## config.mk

```make
export PLATFORM = sky130hd
export DESIGN_NAME = irq_pend_ctrl
export DESIGN_NICKNAME = d
export VERILOG_FILES = /design/src/rtl/irq_pkg.sv /design/src/rtl/prio_sel8.sv /design/src/rtl/irq_pend_ctrl.sv
export SDC_FILE = /design/constraint.sdc
export NUM_CORES = 1
export LEC_CHECK = 0
export CORE_MARGIN = 2
export CORE_UTILIZATION = 42
export DETAILED_ROUTE_END_ITERATION = 7
export GPL_TIMING_DRIVEN = 0
export MAX_ROUTING_LAYER = met4
export PLACE_DENSITY = 0.8
export SYNTH_ARGS = -nofsm -noshare
export SYNTH_HDL_FRONTEND = slang
export SYNTH_HIERARCHICAL = 1
export SYNTH_SLANG_ARGS = --single-unit
```

## constraint.sdc

```tcl
create_clock -name clk -period 1.48 [get_ports clk]
set_input_delay 0.296 -clock clk [delete_from_list [all_inputs] [get_ports clk]]
set_output_delay 0.296 -clock clk [all_outputs]
set_load 0.02 [all_outputs]
```

## src/rtl/irq_pkg.sv

```systemverilog
// Shared definitions for the interrupt-pending controller and its priority selector.
package irq_pkg;

    localparam int NUM_SRC = 8;
    localparam int ID_W    = 3;

    typedef enum logic {
        ST_IDLE  = 1'b0,
        ST_OFFER = 1'b1
    } irq_state_t;

endpackage

```

## src/rtl/prio_sel8.sv

```systemverilog
// Highest-set-index selector over an 8-bit vector, bit 7 wins.
// Purely combinational; no handshake.
module prio_sel8
    import irq_pkg::*;
(
    input  logic [NUM_SRC-1:0] vec,
    output logic [ID_W-1:0]    id,
    output logic               any
);

    always_comb begin
        id  = '0;
        any = |vec;
        // Ascending scan so the last hit, i.e. the highest index, is kept.
        for (int i = 0; i < NUM_SRC; i++) begin
            if (vec[i]) id = ID_W'(i);
        end
    end

endmodule

```

## src/rtl/irq_pend_ctrl.sv

```systemverilog
// Edge-latched pending interrupts, masked into the encoder and offered over valid/ready.
// Latency: req edge -> pend 1 cycle, -> irq_valid 2 cycles; offer held frozen until irq_ready.
module irq_pend_ctrl
    import irq_pkg::*;
#(
    parameter logic [NUM_SRC-1:0] RESET_MASK = 8'hFF
) (
    input  logic               clk,
    input  logic               rst,
    input  logic [NUM_SRC-1:0] req,
    input  logic               en,
    input  logic               mask_we,
    input  logic [NUM_SRC-1:0] mask_wdata,
    input  logic               clr_lost,
    output logic               irq_valid,
    output logic [ID_W-1:0]    irq_id,
    input  logic               irq_ready,
    output logic [NUM_SRC-1:0] pend,
    output logic [NUM_SRC-1:0] mask,
    output logic [NUM_SRC-1:0] lost,
    output logic [NUM_SRC-1:0] enc_I,
    output logic               enc_EI
);

    irq_state_t         state, state_nxt;
    logic [ID_W-1:0]    id_nxt;
    logic [NUM_SRC-1:0] req_d;
    logic [NUM_SRC-1:0] req_edge;
    logic [NUM_SRC-1:0] clr_vec;
    logic [NUM_SRC-1:0] lost_set;
    logic [ID_W-1:0]    sel_id;
    logic               sel_any;
    logic               accept;

    assign req_edge  = req & ~req_d;
    assign enc_I     = pend & mask;
    assign enc_EI    = en;
    assign irq_valid = (state == ST_OFFER);
    assign accept    = irq_valid & irq_ready;

    always_comb begin
        clr_vec = '0;
        if (accept) clr_vec[irq_id] = 1'b1;
    end

    // A bit being accepted this cycle cannot also overrun; a coincident edge just re-arms it.
    assign lost_set = req_edge & pend & ~clr_vec;

    prio_sel8 u_sel (
        .vec (enc_I),
        .id  (sel_id),
        .any (sel_any)
    );

    always_comb begin
        state_nxt = state;
        id_nxt    = irq_id;
        case (state)
            ST_IDLE: begin
                if (en && sel_any) begin
                    state_nxt = ST_OFFER;
                    id_nxt    = sel_id;
                end
            end
            ST_OFFER: begin
                if (irq_ready) state_nxt = ST_IDLE;
            end
            default: state_nxt = ST_IDLE;
        endcase
    end

    always_ff @(posedge clk) begin
        if (rst) begin
            state  <= ST_IDLE;
            irq_id <= '0;
            req_d  <= '0;
            pend   <= '0;
            lost   <= '0;
            mask   <= RESET_MASK;
        end else begin
            state  <= state_nxt;
            irq_id <= id_nxt;
            req_d  <= req;
            pend   <= (pend & ~clr_vec) | req_edge;
            lost   <= (clr_lost ? '0 : lost) | lost_set;
            if (mask_we) mask <= mask_wdata;
        end
    end

endmodule

```

* Word level (Yosys, flattened, before mapping) *
Index checks and enable logic that the tools add are counted.

storage, ports and cells
  bits in registers = 36
  word-level logic and storage cells = 37
  input bits = 22
  output and inout bits = 37

operators by class
  mux-type cells = 14
  reductions and logical operators = 4
  bitwise logic cells = 11
  $lt $le $gt $ge = 2

operator list
  operator                                                           number
  bitwise AND 8 bit                                                  5
  2-to-1 mux 8 bit                                                   2
  inverter 8 bit                                                     2
  OR 8 bit                                                           2
  2-to-1 mux 3 bit                                                   4
  OR reduction 8 bit                                                 1
  < comparator 3 x 4 -> 1 bit, second input constant                 1
  2-to-1 mux 1 bit                                                   4
  2-to-1 mux 2 bit                                                   2
  demux 1 bit (select 3 bit)                                         1
  greater-or-equal comparator 3 x 1 -> 1 bit, second input constant  1
  logical AND 1 bit                                                  2
  case mux 1 bit (2 select lines)                                    1
  AND reduction 2 bit                                                1
  bitwise AND 1 bit                                                  1
  inverter 1 bit                                                     1

* Longest topological paths before layout *
  depth in word-level cells = 8
  mapped depth = 6

* Modules after synthesis *
Netlist, hierarchy kept.

by module, submodules not included
  module         cells each  times used  sequential area each (um2)  area an instance (um2)
  irq_pend_ctrl  145         1           720.7                       1403.8
  prio_sel8      12          1           0.0                         66.3

* Worst setup path after synthesis *
No wires, ideal clock.

  kind = flip-flop to flip-flop
  start point = register pend[6]
  end point = register irq_id[2]
  slack = 0.007 ns
  period minus slack after synthesis = 1.473 ns
  arrival = 1.346 ns
  cell stages (with the launch flop) = 7
  data required time = 1.352 ns
  path through = dfxtp_1 -> and2_1 -> nor2_1 -> nand4_1 -> nand3b_2 -> mux2i_1 -> nor2_1

on the way
  cells in the longest elaborated chain, start to end = 4
  elaborated cells between the ends (all ways) = 6

RTL lines
  element                               line                 text
  from (decl)                           irq_pend_ctrl.sv:18  output logic [NUM_SRC-1:0] pend,
  from (signal assigned)                irq_pend_ctrl.sv:84  pend <= (pend & ~clr_vec) | req_edge;
  bitwise AND 8 bit                     irq_pend_ctrl.sv:36  assign enc_I = pend & mask;
  named net enc_I[6]                    irq_pend_ctrl.sv:21  output logic [NUM_SRC-1:0] enc_I,
  OR reduction 8 bit                    prio_sel8.sv:13      any = |vec;
  named net sel_any                     irq_pend_ctrl.sv:32  logic sel_any;
  logical AND 1 bit                     irq_pend_ctrl.sv:60  if (en && sel_any) begin
  AND reduction 2 bit (no source line)  -
  to (signal assigned)                  irq_pend_ctrl.sv:82  irq_id <= id_nxt;
  to (decl)                             irq_pend_ctrl.sv:16  output logic [ID_W-1:0] irq_id,

The timed path passes the listed nets, and every way through them passes these cells.
A chain may end at the register's enable or synchronous reset.

* Final worst setup path *
  start point = register pend[4]
  end point = output port enc_I[4]

on the way
  cells in the longest elaborated chain, start to end = 1

RTL lines
  element            line
  bitwise AND 8 bit  irq_pend_ctrl.sv:36
  to (decl)          irq_pend_ctrl.sv:21

Every way passes these cells.

==> flow_metrics.tcl <==
set metrics [dict create \
    outcome "complete, no violations" \
    initial_core_util_pct 44.1 \
    synth.cell_area_um2 1470 \
    core_um2 3340 \
    slew_viol_final 0 \
    antenna_left 0 \
    drt-total-wl_mm 3.66 \
    yosys_warnings 6 \
    cts_tree "yes" \
    fin_crit_sh_pct 95.7 \
    skew_ns 0.00503 \
    fin_cells 269 \
    slowest_delay_ns 0.37 \
    ys_types 26 \
    worstSetupEndpointType "output pin" \
    fmax_ghz 0.706 \
    root_buffer "clkbuf_4" \
    worstSetupPathType "flip-flop to output pin" \
    diodes 0 \
    dp_hpwl_mm 2.81 \
    tightest_slew_ns 0.469 \
    syn_inst 157 \
    cap_violations 0 \
    vias_per_cell 5.12 \
    rows 21 \
    grt_max_degree 11 \
    synth_seq_cells 36 \
    power_density_nw_per_um2 987 \
    cts_sinks 36 \
    finalHoldViolations 0 \
    fin_crit_ns 1.42 \
    grt_pass1_wl_mm 5.94 \
    syn_avg_cell_area_um2 9.36 \
    final_common_cell "dlygate4sd2_1" \
    hp-class "primary input to flip-flop" \
    floorplan.die.width_um 63.2 \
    worstPathCellList "and2_4 -> clkdlybuf4s15_2" \
    grt_pass1_vias 1343 \
    htree_levels 2 \
    numCtsBuffers 5 \
    grt_overflow 0 \
    clock_latency_ns 0.32 \
    setup_violations 0 \
    clock_path_buffers 2 \
    grtUsageTotal_pct 19.4 \
    worstPathArrival_ns 1.12 \
    synth_fp_nets 179 \
    worstPathMaxFanout 4 \
    relSlewSlack_pct 68.8 \
    placed_cell_area_um2 2100 \
    crit_path_start_kind "flip-flop" \
    fin_area_um2 2140 \
    ir_drop_v 0.000519 \
    ys_seq_area_share_pct 49.0 \
    drc 0 \
    first_iter_violations 65 \
    route.vias.total 1376 \
    synthToLayoutAreaGrowth_pct 45.7 \
    clk_pin_slew_ns 0.10 \
    hold_ws_ns 0.249 \
    antenna_found_initial 0 \
    gp_congestion 0.767 \
    die-height_um 63.2 \
    power.leakage_nw 0.945 \
    slowest_stage "dfxtp_2" \
    dp_cells 260 \
    final_cell_mix "dlygate4sd2_1, dfxtp_1, clkdlybuf4s50_1, nor2b_1, a21oi_1" \
    nets 244 \
    first_pass_iters 4 \
    io_pins 59 \
    wire_per_inst_um 13.6 \
    post-route-util_pct 64.2 \
    port_buffers 57 \
    drive_gt1_share_pct 19.7 \
    required_ns 1.18 \
    die_area_um2 3990 \
]
power breakdown:
part           internal, W  switching (W)  leakage [nW]
registers          0.00104      0.0000530         0.300
logic             0.000224       0.000259         0.612
clock network     0.000235       0.000304        0.0326
total              0.00150       0.000616         0.945
cell families after synthesis:
family | share of synthesized area [%]
AOI/OAI and AO/OA | 20.0
DFF | 49.0
and+or+nand+nor | 23.8
muxes | 2.04
buffers and inverters | 5.11
layer usage:
layer / share of wire, % / global-route usage (%) / vias to the layer above
li1: - / - / 677
met2: 53 / 33.1 / 42
met4: 0.41 / 6.94 / 0
met1: 41 / 22.3 / 655
met3: 5.5 / 4.46 / 2
met5: 0 / - / -
synth_stat cells:
cell type  number  area (um^2)
nand2_1         8         30.0
dfxtp_1        36          721
or3b_1          2         17.5
buf_4           2         15.0
inv_1           9         33.8
mux2i_1         3         30.0
a21oi_1        16         80.1
clkbuf_1        2         7.51
inv_2           1         3.75
and2_1          8         50.1
nand3b_2        1         11.3
nand3b_4        1         20.0
nand3_2         1         10.0
o41ai_1         2         17.5
o31ai_2         1         12.5
a211o_1         8         70.1
buf_2           3         15.0
nor2_1          7         26.3
o2111ai_1       6         52.6
o31ai_1         3         22.5
nand4_1         1         6.26
nor3_1          2         10.0
nor2b_1        16          100
nand2b_1       11         68.8
a21oi_2         1         8.76
o21ai_1         6         30.0
layout make-up:
| cell class | count | area, um^2 |
|---|---|---|
| buffer | 7 | 37.5 |
| tap | 46 | 57.6 |
| clock buffer | 8 | 58.8 |
| sequential | 36 | 734 |
| fill | 313 | 1190 |
| inverter | 10 | 37.5 |
| multi-input combinational | 104 | 703 |
| timing repair buffer | 58 | 513 |
worst max-delay path, delay by kind of cell, from the launching register on:
kind,cells,cell delay [ns]
simple gates,1,0.17
buf+inv,1,0.26
flops,1,0.37
flip-flops by register name, indices dropped and copies added, names as in the netlist:
signal / flops
irq_id: 3
mask: 8
req_d: 8
pend: 8
lost: 8
irq_valid: 1
per-stage QoR:
step / worst slack [ns] / power [W] / setup TNS [ns]
floorplan: 0.00662 / 0.00137 / 0
detailed placement: -0.331 / 0.00162 / -1.02
global route: -0.0470 / 0.00223 / -0.0470
CTS: 0.00925 / 0.00212 / 0
finish: 0.0640 / 0.00211 / 0
global placement: -0.306 / 0.00161 / -0.635
final timing paths:
check                                  to  slack, ns  cells past startpoint    start
worst max-delay path             enc_I[4]       0.06                      2  pend[4]
worst max register to register  irq_id[1]       0.07                      6  pend[2]
worst min-delay path             req_d[6]       0.25                      2      rst
worst min register to register    lost[5]       0.47                      2  lost[5]
repair_timing:
item | 4_1_cts | 5_1_grt
setup buffers | 0 | 1
pin swaps | 0 | 2
setup endpoints to repair | 37 | 11
resized for setup | 67 | 16
hold buffers | 0 | 0
Power figures use the tool's default switching activity.
